$ cat config.mk
export PLATFORM = sky130hd
export DESIGN_NAME = lpm_walker
export DESIGN_NICKNAME = d
export VERILOG_FILES = /design/src/rtl/lpm_walker.sv
export SDC_FILE = /design/constraint.sdc
export NUM_CORES = 1
export LEC_CHECK = 0
export BUFFER_PORTS_ARGS = -buffer_cell sky130_fd_sc_hd__buf_2
export CAP_MARGIN = 20
export CORE_MARGIN = 8
export CORE_UTILIZATION = 25
export CTS_CLUSTER_DIAMETER = 120
export DETAILED_ROUTE_END_ITERATION = 10
export GPL_TIMING_DRIVEN = 0
export HOLD_SLACK_MARGIN = 0.03
export RECOVER_POWER = 50
export SLEW_MARGIN = 20
export SYNTH_ARGS = -nofsm -noshare
export SYNTH_HDL_FRONTEND = slang
export SYNTH_SLANG_ARGS = --single-unit
$ cat constraint.sdc
create_clock -name CLK -period 4.8 [get_ports CLK]
set_input_delay 1.44 -clock CLK [delete_from_list [all_inputs] [get_ports CLK]]
set_output_delay 1.44 -clock CLK [all_outputs]
set_load 0.01 [all_outputs]
$ cat src/rtl/lpm_walker.sv
// lpm_walker: longest-prefix-match multibit trie walker.
// It issues one memory read per trie level and returns the next hop, or a miss, tagged with a 4-bit ticket.
// Optional statistics counters are built only when LPM_WALKER_STATS_EN is defined.
module lpm_walker #(
    parameter int unsigned STRIDE     = 8,
    parameter int unsigned LEVELS     = 4,
    parameter logic [31:0] ROOT_BASE  = 32'h0000_0000,
    parameter logic [31:0] MISS_VALUE = 32'hFFFF_FFFF
) (
    input  logic        CLK,
    input  logic        RST,
    input  logic        enter__ENA,
    input  logic [31:0] enter_key,
    output logic        enter__RDY,
    output logic [31:0] result,
    output logic        result_hit,
    output logic [3:0]  result_ticket,
    output logic        result__RDY,
    input  logic        resultAccept__ENA,
    output logic        resultAccept__RDY,
    output logic        mem_req__ENA,
    output logic [31:0] mem_req_v,
    input  logic        mem_req__RDY,
    output logic        mem_resAccept__ENA,
    input  logic        mem_resAccept__RDY,
    input  logic [31:0] mem_resValue,
    input  logic        mem_resValue__RDY
`ifdef LPM_WALKER_STATS_EN
    ,
    output logic [31:0] statLookups,
    output logic [31:0] statMemReads,
    output logic [15:0] statMisses
`endif
);

    localparam int unsigned LVL_W = (LEVELS > 1) ? $clog2(LEVELS) : 1;
    localparam int unsigned DATA_W = 32;

    typedef enum logic [1:0] {
        S_IDLE,
        S_ISSUE,
        S_WAIT,
        S_DONE
    } state_t;

    state_t              r_state;
    logic [DATA_W-1:0]   r_key;
    logic [DATA_W-1:0]   r_addr;
    logic [LVL_W-1:0]    r_level;
    logic [3:0]          r_ticket_cnt;
    logic [DATA_W-1:0]   r_result;
    logic                r_hit;
    logic [3:0]          r_ticket;

    logic                w_req_fire;
    logic                w_acc_fire;
    logic                w_last_level;
    logic [DATA_W-1:0]   w_next_addr;

    // Key slice for a given trie level: the STRIDE bits below the already-consumed prefix, zero-extended
    function automatic logic [DATA_W-1:0] chunk(input logic [DATA_W-1:0] key, input int unsigned lvl);
        logic [DATA_W-1:0] shifted;
        shifted = key << (lvl * STRIDE);
        chunk   = DATA_W'(shifted[DATA_W-1 -: STRIDE]);
    endfunction

    // Handshake decode: request and accept are gated directly by the memory-side ready signals
    assign w_req_fire   = (r_state == S_ISSUE) && mem_req__RDY;
    assign w_acc_fire   = (r_state == S_WAIT) && mem_resValue__RDY && mem_resAccept__RDY;
    assign w_last_level = (r_level == LVL_W'(LEVELS - 1));
    assign w_next_addr  = {1'b0, mem_resValue[30:0]} + chunk(r_key, 32'(r_level) + 32'd1);

    assign enter__RDY         = (r_state == S_IDLE);
    assign result__RDY        = (r_state == S_DONE);
    assign resultAccept__RDY  = (r_state == S_DONE);
    assign mem_req__ENA       = w_req_fire;
    assign mem_req_v          = r_addr;
    assign mem_resAccept__ENA = w_acc_fire;
    assign result             = r_result;
    assign result_hit         = r_hit;
    assign result_ticket      = r_ticket;

    // Walker FSM: one read per level, leaf or last level terminates the walk
    always_ff @(posedge CLK or posedge RST) begin
        if (RST) begin
            r_state      <= S_IDLE;
            r_key        <= '0;
            r_addr       <= '0;
            r_level      <= '0;
            r_ticket_cnt <= '0;
            r_result     <= '0;
            r_hit        <= 1'b0;
            r_ticket     <= '0;
        end else begin
            case (r_state)
                S_IDLE: begin
                    if (enter__ENA) begin
                        r_key        <= enter_key;
                        r_ticket     <= r_ticket_cnt;
                        r_ticket_cnt <= r_ticket_cnt + 4'd1;
                        r_addr       <= ROOT_BASE + chunk(enter_key, 32'd0);
                        r_level      <= '0;
                        r_state      <= S_ISSUE;
                    end
                end
                S_ISSUE: begin
                    if (mem_req__RDY) begin
                        r_state <= S_WAIT;
                    end
                end
                S_WAIT: begin
                    if (w_acc_fire) begin
                        if (mem_resValue[31]) begin
                            r_result <= {1'b0, mem_resValue[30:0]};
                            r_hit    <= 1'b1;
                            r_state  <= S_DONE;
                        end else if (w_last_level) begin
                            r_result <= MISS_VALUE;
                            r_hit    <= 1'b0;
                            r_state  <= S_DONE;
                        end else begin
                            r_addr  <= w_next_addr;
                            r_level <= r_level + LVL_W'(1);
                            r_state <= S_ISSUE;
                        end
                    end
                end
                S_DONE: begin
                    if (resultAccept__ENA) begin
                        r_state <= S_IDLE;
                    end
                end
                default: r_state <= S_IDLE;
            endcase
        end
    end

`ifdef LPM_WALKER_STATS_EN
    logic [31:0] r_stat_lookups;
    logic [31:0] r_stat_reads;
    logic [15:0] r_stat_misses;

    assign statLookups  = r_stat_lookups;
    assign statMemReads = r_stat_reads;
    assign statMisses   = r_stat_misses;

    // Saturating event counters
    always_ff @(posedge CLK or posedge RST) begin
        if (RST) begin
            r_stat_lookups <= '0;
            r_stat_reads   <= '0;
            r_stat_misses  <= '0;
        end else begin
            if ((r_state == S_IDLE) && enter__ENA && (r_stat_lookups != '1)) begin
                r_stat_lookups <= r_stat_lookups + 32'd1;
            end
            if (w_req_fire && (r_stat_reads != '1)) begin
                r_stat_reads <= r_stat_reads + 32'd1;
            end
            if (w_acc_fire && !mem_resValue[31] && w_last_level && (r_stat_misses != '1)) begin
                r_stat_misses <= r_stat_misses + 16'd1;
            end
        end
    end
`endif

    // A new key may only be offered while the walker is idle
    a_enter_when_idle: assert property (@(posedge CLK) disable iff (RST) enter__ENA |-> (r_state == S_IDLE));

endmodule
==> impl_metrics.toml <==
[timing]
relSlewSlack_pct = -27.38
fin_ws_ns = 0.8381
slew_viol_final = 40
fmax_mhz = 252.4
worst-slew-pin-transition_ns = 1.900
setup_viol = 0
skew_ns = 0.008270
fin_crit_sh_pct = 82.54
hold_violations = 0
finalCriticalPeriod_ns = 3.962
rsz0062_at_grt = "false"

[placed_design]
gp_congestion = 0.8010
place_hpwl_um = 12410
place_ws_ns = 0.8237
numPortBuffers = 144

[critical_path]
cp.arrival_ns = 4.18
cp.required_ns = 5.02
start_kind = "flop"
crit_type = "reg2reg"
end_kind = "flop"
critPathMaxFanout = 10

[synthesis]
synth_edf_count = 0
syn_area_mm2 = 0.005270
yosys.area.top_type = "dfrtp_1"
yosysTopAreaCellShare_pct = 51.76
synth_flop_cell = "dfrtp_1"
synth-seq-cells = 109
yosysUniqueCellTypes = 47
postSynthAreaPerCell_um2 = 11.82
synth_area_leaders = "dfrtp_1, mux2_2, o22a_1"
ys_async_sr_fraction_pct = 100.0
yosys_warnings = 0
ys_seq_area_share_pct = 51.76
syn-num-nets = 528
synthCells = 446

[floorplanning]
chipHeight_um = 161.2
io_pins = 145
start_util_pct = 25.23
die_x_um = 161.2
core_area_mm2 = 0.02089
die_area_mm2 = 0.02598
rows = 53

[clock_network]
clkLatencyLatePin_ns = 0.36
clock_path_buffers = 2
cts_hold_buf = 0
cts_buffers = 9
root_buffer = "clkbuf_16"
cts_max_level = 3
cts_tree = "yes"
ctsResizeCount = 0
clkTransAtPathRegs_ns = 0.08
post_cts_buffers = 0
cts_sinks = 109

[detailed_routing]
vias = 4135
drt-pass1-iter-count = 4
finalWirelength_um = 16130
postRouteAntennaNets = 0
drc = 0
avgViaCountPerCell = 4.683
wire_per_inst_um = 18.27
drt-initial-drc-count = 179

[power]
power_leakage_nw = 2.882
power_density_mw_per_mm2 = 679.9
peakVddDrop_v = 0.0002684

[worst_hold_path]
hp-class = "reg2reg"

[layout]
area_growth_pct = 25.38
finish.utilization_pct = 31.63
fin_nets = 684
drive_above_1_share_pct = 32.78

[global_routing]
grt_pass1_vias = 4313
antenna_found_initial = 0
grt.overflow.total = 0
grt_pass1_wl_um = 24830
grt_use_total_pct = 12.32
grt_max_degree = 71

[flow_run]
maxCapViolCount = 1

[run_status]
status = "complete, but fails checks"
violations = "max-capacitance violations, max-slew violations"
-- final timing paths --
check | start | to | slack (ns) | cells after the start
hold reg to reg | r_ticket_cnt[3] | r_ticket_cnt[3] | 0.48 | 1
setup reg to reg | r_level[0] | mem_req_v[30] | 0.84 | 12
min in group asynchronous | RST | result[8] | 1.55 | 2
setup / recovery | r_level[0] | mem_req_v[30] | 0.84 | 12
hold / removal | r_ticket_cnt[3] | r_ticket_cnt[3] | 0.48 | 1
max in group asynchronous | RST | result[1] | 2.25 | 3
-- layout make-up --
| type | instances | area [um2] |
|---|---|---|
| inverters | 5 | 20.02 |
| plain buffers | 28 | 131.4 |
| fillers | 2194 | 14280 |
| diodes | 1 | 2.502 |
| clock inverters | 7 | 62.56 |
| well taps | 275 | 344.1 |
| repair buffers | 145 | 709.4 |
| flip-flops and latches | 109 | 2728 |
| clock buffers | 9 | 225.2 |
| multi-input cells | 304 | 2385 |
-- cells in the final DEF, fill, tap and decap left out, drive strengths merged --
| cell type | count |
|---|---|
| xor2 | 24 |
| o211ai | 11 |
| a31oi | 1 |
| clkinv | 1 |
| clkinvlp | 2 |
| o22a | 31 |
| mux2i | 8 |
| mux2 | 36 |
| dfrtp | 109 |
| xnor2 | 5 |
| o21ai | 31 |
| o31ai | 9 |
| mux4 | 8 |
| nand3 | 9 |
| buf | 130 |
| and4b | 1 |
| o21a | 1 |
| nand4 | 10 |
| inv | 9 |
| and3 | 3 |
| a21o | 3 |
| nor3 | 6 |
| diode | 1 |
| o22ai | 1 |
| o2111ai | 5 |
| nand2 | 48 |
| nand2b | 2 |
| and4 | 2 |
| nor2 | 10 |
| or4 | 1 |
| ha | 10 |
| a211oi | 3 |
| a211o | 1 |
| fa | 1 |
| and2 | 3 |
| clkbuf | 52 |
| nor4 | 2 |
| nor3b | 1 |
| a21oi | 6 |
| nor2b | 11 |
-- layer usage --
layer	global-route usage (%)	wire (um)	part of all wire (%)
met1	15.48	7169	44
met2	19.84	7598	47
met3	4.403	1250	7.8
met4	2.988	110	0.68
met5	0	0	0
-- report_power, final --
group	internal [mW]	total (mW)	switching [mW]	leakage, nW
Combinational	0.950	2.15	1.20	1.41
Sequential	1.35	1.60	0.246	1.33
Clock	0.365	0.742	0.377	0.139
-- stage by stage --
stage          instance area, um2  setup TNS (ns)  std cells  hold WS, ns  total power [mW]
2_1_floorplan                5270               0        446       0.4402             3.036
3_3_place_gp                 6335         -118.91        865       0.4586             3.777
3_5_place_dp                 6367               0        866       0.4671             3.824
4_1_cts                      6655               0        882       0.4826             4.589
5_1_grt                      6605               0        882       0.4946             4.852
6_report                     6608               0        883       0.4779             4.493
-- registers in the layout (all words and copies together), names as in the netlist --
| register | flops |
|---|---|
| r_key | 32 |
| result_hit | 1 |
| r_ticket_cnt | 4 |
| result | 32 |
| r_state | 2 |
| mem_req_v | 32 |
| result_ticket | 4 |
| r_level | 2 |
-- Yosys cell counts, types with 3 or more instances --
| cell | instances |
|---|---|
| and3_1 | 3 |
| mux4_2 | 8 |
| o21ai_0 | 29 |
| nand3_1 | 9 |
| a21o_1 | 3 |
| nor2b_1 | 11 |
| dfrtp_1 | 109 |
| inv_1 | 5 |
| xnor2_1 | 5 |
| o31ai_1 | 9 |
| mux2i_1 | 8 |
| nor2_1 | 9 |
| nand2_1 | 48 |
| o211ai_1 | 10 |
| o22a_1 | 31 |
| o2111ai_1 | 5 |
| xor2_1 | 24 |
| clkbuf_1 | 9 |
| buf_2 | 15 |
| nand4_1 | 8 |
| a21oi_1 | 6 |
| and2_1 | 3 |
| ha_1 | 10 |
| mux2_2 | 36 |
| nor3_1 | 5 |
-- logic make-up (layout without fill, tap and decap cells) --
group,Yosys count,count (layout),synth area share (%)
flops,109,109,51.76
simple gates,109,109,11.06
compound gates,103,103,14.08
mux,52,52,12.63
buf+inv,33,194,2.896
xor+xnor,29,29,4.819
fa+ha+maj,11,11,2.754
other cells,0,1,0
-- worst max-delay path, cell delays in order, from the launching register on --
cell and delay [ns]:
dfrtp_1 0.39, ha_1 0.28, clkbuf_1 0.48, mux4_2 0.59
nor2b_1 0.15, ha_1 0.23, fa_1 0.41, a211oi_1 0.40
o211ai_1 0.24, buf_2 0.26, nand4_1 0.13, xor2_1 0.15
o21ai_0 0.09
Note: power is estimated with default switching activity, not from simulation.
